$ cat src/rtl/cp0_unit.sv
// cp0_unit -- Coprocessor 0 for the P7 pipeline (M stage).
//
// Takes the exception-tagged M-stage instruction and six level-sensitive
// hardware interrupt lines. It raises a combinational flush/redirect request
// and holds SR, Cause, EPC, PRId and an optional Count register.
//
// Optional feature macro: CP0_COUNT_EN
//   Defined   : register 9 is a free-running 32-bit Count, loadable by mtc0.
//   Undefined : no Count register; address 9 reads 0 and ignores writes.
//
// Ports:
//   clk      in   1   clock, all state updates on the rising edge
//   reset    in   1   synchronous active-high reset
//   en       in   1   mtc0 write enable
//   addr     in   5   CP0 register number (read and write)
//   wdata    in  32   mtc0 write data
//   pc_m     in  32   PC of the M-stage instruction
//   bd_m     in   1   M-stage instruction sits in a branch delay slot
//   exc_m    in   5   M-stage exception code, 0 = none
//   exl_clr  in   1   eret in M
//   hw_int   in   6   external interrupt lines
//   req      out  1   take exception/interrupt this cycle (combinational)
//   epc_out  out 32   current EPC
//   rdata    out 32   mfc0 read data (pre-edge register values)
//
// Handshake: none. req is a single-cycle combinational strobe; the pipeline
// flushes on the same edge at which this unit records EPC and Cause.
module cp0_unit #(
  parameter logic [31:0] PRID_VAL = 32'h2024_0007
) (
  input  logic        clk,
  input  logic        reset,
  input  logic        en,
  input  logic [4:0]  addr,
  input  logic [31:0] wdata,
  input  logic [31:0] pc_m,
  input  logic        bd_m,
  input  logic [4:0]  exc_m,
  input  logic        exl_clr,
  input  logic [5:0]  hw_int,
  output logic        req,
  output logic [31:0] epc_out,
  output logic [31:0] rdata
);

  // SR fields
  logic [5:0]  im_q, im_d;
  logic        exl_q, exl_d;
  logic        ie_q, ie_d;
  // Cause fields
  logic        bd_q, bd_d;
  logic [5:0]  ip_q, ip_d;
  logic [4:0]  exc_code_q, exc_code_d;
  // EPC
  logic [31:0] epc_q, epc_d;
`ifdef CP0_COUNT_EN
  logic [31:0] count_q, count_d;
`endif

  logic irq;
  logic exc;
  logic wr_ok;

  // EXL masks both interrupt and exception sources: no nesting.
  assign irq   = (|(hw_int & im_q)) & ie_q & ~exl_q;
  assign exc   = (exc_m != 5'd0) & ~exl_q;
  assign req   = irq | exc;
  // A taken exception suppresses any mtc0/eret in the same cycle.
  assign wr_ok = ~req;

  assign epc_out = epc_q;

  always_comb begin
    im_d       = im_q;
    exl_d      = exl_q;
    ie_d       = ie_q;
    bd_d       = bd_q;
    exc_code_d = exc_code_q;
    epc_d      = epc_q;
    // Pending interrupt lines are sampled every cycle unconditionally.
    ip_d       = hw_int;

    if (req) begin
      exl_d      = 1'b1;
      bd_d       = bd_m;
      exc_code_d = irq ? 5'd0 : exc_m;
      epc_d      = bd_m ? (pc_m - 32'd4) : pc_m;
    end else begin
      if (en && addr == 5'd12) begin
        im_d  = wdata[15:10];
        exl_d = wdata[1];
        ie_d  = wdata[0];
      end
      if (en && addr == 5'd14) begin
        epc_d = wdata;
      end
      // eret wins over an EXL bit written in the same cycle.
      if (exl_clr) begin
        exl_d = 1'b0;
      end
    end
  end

`ifdef CP0_COUNT_EN
  always_comb begin
    count_d = count_q + 32'd1;
    if (en && wr_ok && addr == 5'd9) begin
      count_d = wdata;
    end
  end
`endif

  always_ff @(posedge clk) begin
    if (reset) begin
      im_q       <= '0;
      exl_q      <= 1'b0;
      ie_q       <= 1'b0;
      bd_q       <= 1'b0;
      ip_q       <= '0;
      exc_code_q <= '0;
      epc_q      <= '0;
`ifdef CP0_COUNT_EN
      count_q    <= '0;
`endif
    end else begin
      im_q       <= im_d;
      exl_q      <= exl_d;
      ie_q       <= ie_d;
      bd_q       <= bd_d;
      ip_q       <= ip_d;
      exc_code_q <= exc_code_d;
      epc_q      <= epc_d;
`ifdef CP0_COUNT_EN
      count_q    <= count_d;
`endif
    end
  end

  always_comb begin
    rdata = 32'd0;
    case (addr)
`ifdef CP0_COUNT_EN
      5'd9:  rdata = count_q;
`endif
      5'd12: rdata = {16'd0, im_q, 8'd0, exl_q, ie_q};
      5'd13: rdata = {bd_q, 15'd0, ip_q, 3'd0, exc_code_q, 2'd0};
      5'd14: rdata = epc_q;
      5'd15: rdata = PRID_VAL;
      default: rdata = 32'd0;
    endcase
  end

endmodule

$ cat config.mk
export PLATFORM = sky130hd
export DESIGN_NAME = cp0_unit
export DESIGN_NICKNAME = d
export VERILOG_FILES = /design/src/rtl/cp0_unit.sv
export SDC_FILE = /design/constraint.sdc
export NUM_CORES = 1
export LEC_CHECK = 0
export ABC_CLOCK_PERIOD_IN_PS = 3200
export CORE_UTILIZATION = 35
export DETAILED_ROUTE_END_ITERATION = 8
export GPL_ROUTABILITY_DRIVEN = 0
export GPL_TIMING_DRIVEN = 0
export PLACE_DENSITY = 0.74
export SYNTH_ARGS = -nofsm -noshare
export SYNTH_HDL_FRONTEND = slang
export SYNTH_SLANG_ARGS = --single-unit
$ cat constraint.sdc
create_clock -name clk -period 3.2 [get_ports clk]
set_clock_uncertainty 0.2 [all_clocks]
set_input_delay 0.64 -clock clk [delete_from_list [all_inputs] [get_ports clk]]
set_output_delay 0.64 -clock clk [all_outputs]
set_load 0.1 [all_outputs]
==> out/metrics.yaml, run 1 <==
whs_path_depth: 2
r2r-end: "epc_out[8]"
cp.required_ns: 2.36
cts_hold_repair.buffers: 0
grt_max_degree: 20
routedWlPerCell_um: 19.3
area.growth.synth_to_final_pct: 51.4
die_h_um: 104
intPower_w: 0.00112
ys_ff_latch: 52
crit_path_top_delay_cell: "or4_1"
clockPowerShare_pct: 20.1
synth.distinct_cells: 65
grt_usage_pct: 25.4
layout_common_cells: "111 x clkdlybuf4s50_1, 52 x dfxtp_1, 26 x mux2i_1"
finalSetupTns_ns: 0
critPathMaxFanout: 3
final_layout_size_suffix_gt1_share_pct: 16.8
syn_nets: 523
finalHoldViolations: 0
grt_first_pass_wirelength_mm: 21.9
num_io_pins: 150
setup.worst_path.class: "input pin to primary output"
startpoint: "exc_m[0]"
syn_area_um2: 3610
irDropWorstVdd_v: 0.000211
layout_commonest_cell: "clkdlybuf4s50_1"
critPathCaptureType: "primary output"
final-setup-viol-count: 0
cts_made_buffers: 5
rsz0062_at_grt: "no"
viasPerCell: 6.04
drtIter0Drc: 414
die-area_um2: 10700
comb_power_share_pct: 42.0
finalCriticalPeriod_ns: 3.18
sw_frac_of_total_pct: 42.4
die_w_um: 104
timing.fmax_mhz: 315
async_flop_share_pct: 0
cts_max_level: 2
critPathArrivalTime_ns: 2.34
ctsRootBufferMaster: "clkbuf_8"
p_sw_w: 0.000824
clock_latency_ns: 0.31
p_leak_nw: 2.03
nets: 675
whs_ns: 0.282
drtPass1Iterations: 6
r2r_cells: 5
seqPwrFrac_pct: 37.9
cts.sinks: 52
tightest_slew_ns: 0.977
overflow: 0
cp_top_family: "simple AND/OR/NAND/NOR gates"
core_area_um2: 9910
fin_crit_sh_pct: 99.2
clk_path_buf_depth: 2
slew_viol_final: 0
syn_inst: 437
avgSynthCellArea_um2: 8.27
r2r_setup_slack_ns: 0.73
dp_hpwl_mm: 10.7
antenna_found_initial: 0
synth-edff-count: 0
crit_path_max_incr_delay_ns: 0.60
worstPathCellList: "clkdlybuf4s50_1, or4_1, o21a_1, nor2_2, inv_2, buf_6"
status: "finished, final reports clean"
cap_violations: 0
num_rows: 36
initial_core_util_pct: 36.5
port_buffers: 146
cp-start-kind: "input pin"
vias: 4365
r2r_start: "im_q[0]"
hp-start: "exc_code_q[4]"
wl_mm: 14.0
cp_num_buf_inv: 3
synth_top_flop_cell: "dfxtp_1"
powerDensity_nw_per_um2: 355
hold_end: "exc_code_q[4]"
ant_nets: 0
yosysWarnings: 0
seq_area_frac_synth_pct: 28.8
antennaDiodeCount: 0
relSlewSlack_pct: 34.6
drcViolationCount: 0
total_power_w: 0.00194
clk_pin_slew_ns: 0.10
cts_tree: "yes"
grt_pass1_vias: 4154
hp-class: "register to register"
## flip-flops by register name, summed over array words and instances, names as in the netlist
| register | count |
|---|---|
| bd_q | 1 |
| epc_out | 32 |
| exc_code_q | 5 |
| exl_q | 1 |
| ie_q | 1 |
| im_q | 6 |
| ip_q | 6 |
## worst reg2reg max path, cell delays in order, from the launching register on
cell and delay, ns:
dfxtp_1 0.34, a22o_1 0.25, o311ai_2 0.66, clkbuf_1 0.52
a211oi_1 0.18, a211oi_1 0.23
## through the flow
step           util, %  instances  instance area, um^2  setup slack (ns)
6_report          55.2        723                 5470            0.0244
4_1_cts           54.8        723                 5430           0.00204
2_1_floorplan        -        437                 3660            -0.311
3_3_place_gp      53.4        716                 5290             -1.60
5_1_grt           55.2        723                 5470           0.00904
3_5_place_dp      53.4        716                 5290             -1.60
## Yosys cell counts, drive strengths merged, types with 2 or more instances
library cell  number  share of area, %
a211oi            21               4.4
a21boi             2              0.42
a21oi             23               3.2
a22o               3              0.73
a22oi              5               1.0
a311oi             2              0.48
a31oi              9               1.6
a41o               8               2.2
a41oi              5               1.2
and3              16               2.8
and4               7               1.7
buf                6               1.1
clkbuf            38               4.0
dfxtp             52                29
inv                5              0.52
mux2i             26               7.2
nand2              7              0.73
nand2b            16               2.8
nand3             12               1.7
nand4             24               4.2
nand4b             2              0.90
nor2              31               3.2
nor2b              8               1.4
nor3               4              0.69
nor4              10               2.3
nor4b              3              0.73
o21a               2              0.42
o21ai              7              0.97
o31a              11               2.7
o31ai             25               5.2
o41ai              2              0.48
or2                2              0.35
or3                8               1.5
or4               11               2.5
xnor2              3              0.73
xor2               5               1.2
## repair_timing
action / CTS / global route
gates cloned: 0 / 0
setup buffers: 1 / 0
gates resized for setup: 240 / 18
setup endpoints to repair: 35 / 36
pin swaps: 0 / 1
## metal layers
layer	up-vias	part of all wire (%)	track usage, %	wire length, um
met4	0	2.6	9.94	357
li1	2026	-	-	-
met5	-	0	0	0
met3	28	6.6	4.03	927
met1	2092	43	33.4	5970
met2	219	48	41.4	6710
## how the worst max path moves through the flow
stage                     cells after the start        end
final                                         6        req
after global routing                          6        req
after CTS                                     6  rdata[12]
after detailed placement                      8  rdata[29]
after global placement                        8  rdata[29]
after floorplan                               2   rdata[1]
## layout make-up
cell class                 count  area [um^2]
clock buffer                   6         72.6
fill                         940         4440
clock inverter                 2         16.3
inverter                       6         22.5
buffer                        42          211
timing repair buffer         147         1500
multi-input combinational    335         2440
sequential                    52         1040
tap                          133          166
## cells by family (layout without fill, tap and decap cells)
| logic type | after synthesis | count (layout) | share of synthesized area, % |
|---|---|---|---|
| buffers and inverters | 50 | 203 | 5.71 |
| AOI/OAI and AO/OA | 133 | 133 | 27.0 |
| DFF | 52 | 52 | 28.8 |
| adders and majority gates | 1 | 1 | 0.346 |
| muxes | 26 | 26 | 7.20 |
| xor gates and xnor gates | 8 | 8 | 1.94 |
| and+or+nand+nor | 167 | 167 | 28.9 |
## power groups by stage
stage	registers [W]	clock network [W]	logic, W
2_1_floorplan	0.00101	0	0.000249
3_3_place_gp	0.000749	0	0.000791
3_5_place_dp	0.000751	0	0.000799
4_1_cts	0.000736	0.000386	0.000808
5_1_grt	0.000743	0.000417	0.000850
6_report	0.000738	0.000391	0.000816
No activity file was read; power rests on OpenSTA's default activity.
==> run 2: changes to the inputs <==
--- a/config.mk
+++ b/config.mk
@@ -7,6 +7,7 @@
 export LEC_CHECK = 0
 export ABC_CLOCK_PERIOD_IN_PS = 3200
 export CORE_UTILIZATION = 35
+export CTS_CLUSTER_SIZE = 14
 export DETAILED_ROUTE_END_ITERATION = 8
 export GPL_ROUTABILITY_DRIVEN = 0
 export GPL_TIMING_DRIVEN = 0
==> results of run 2 <==
Final layout, timing and power as in run 1 (identical DEF).
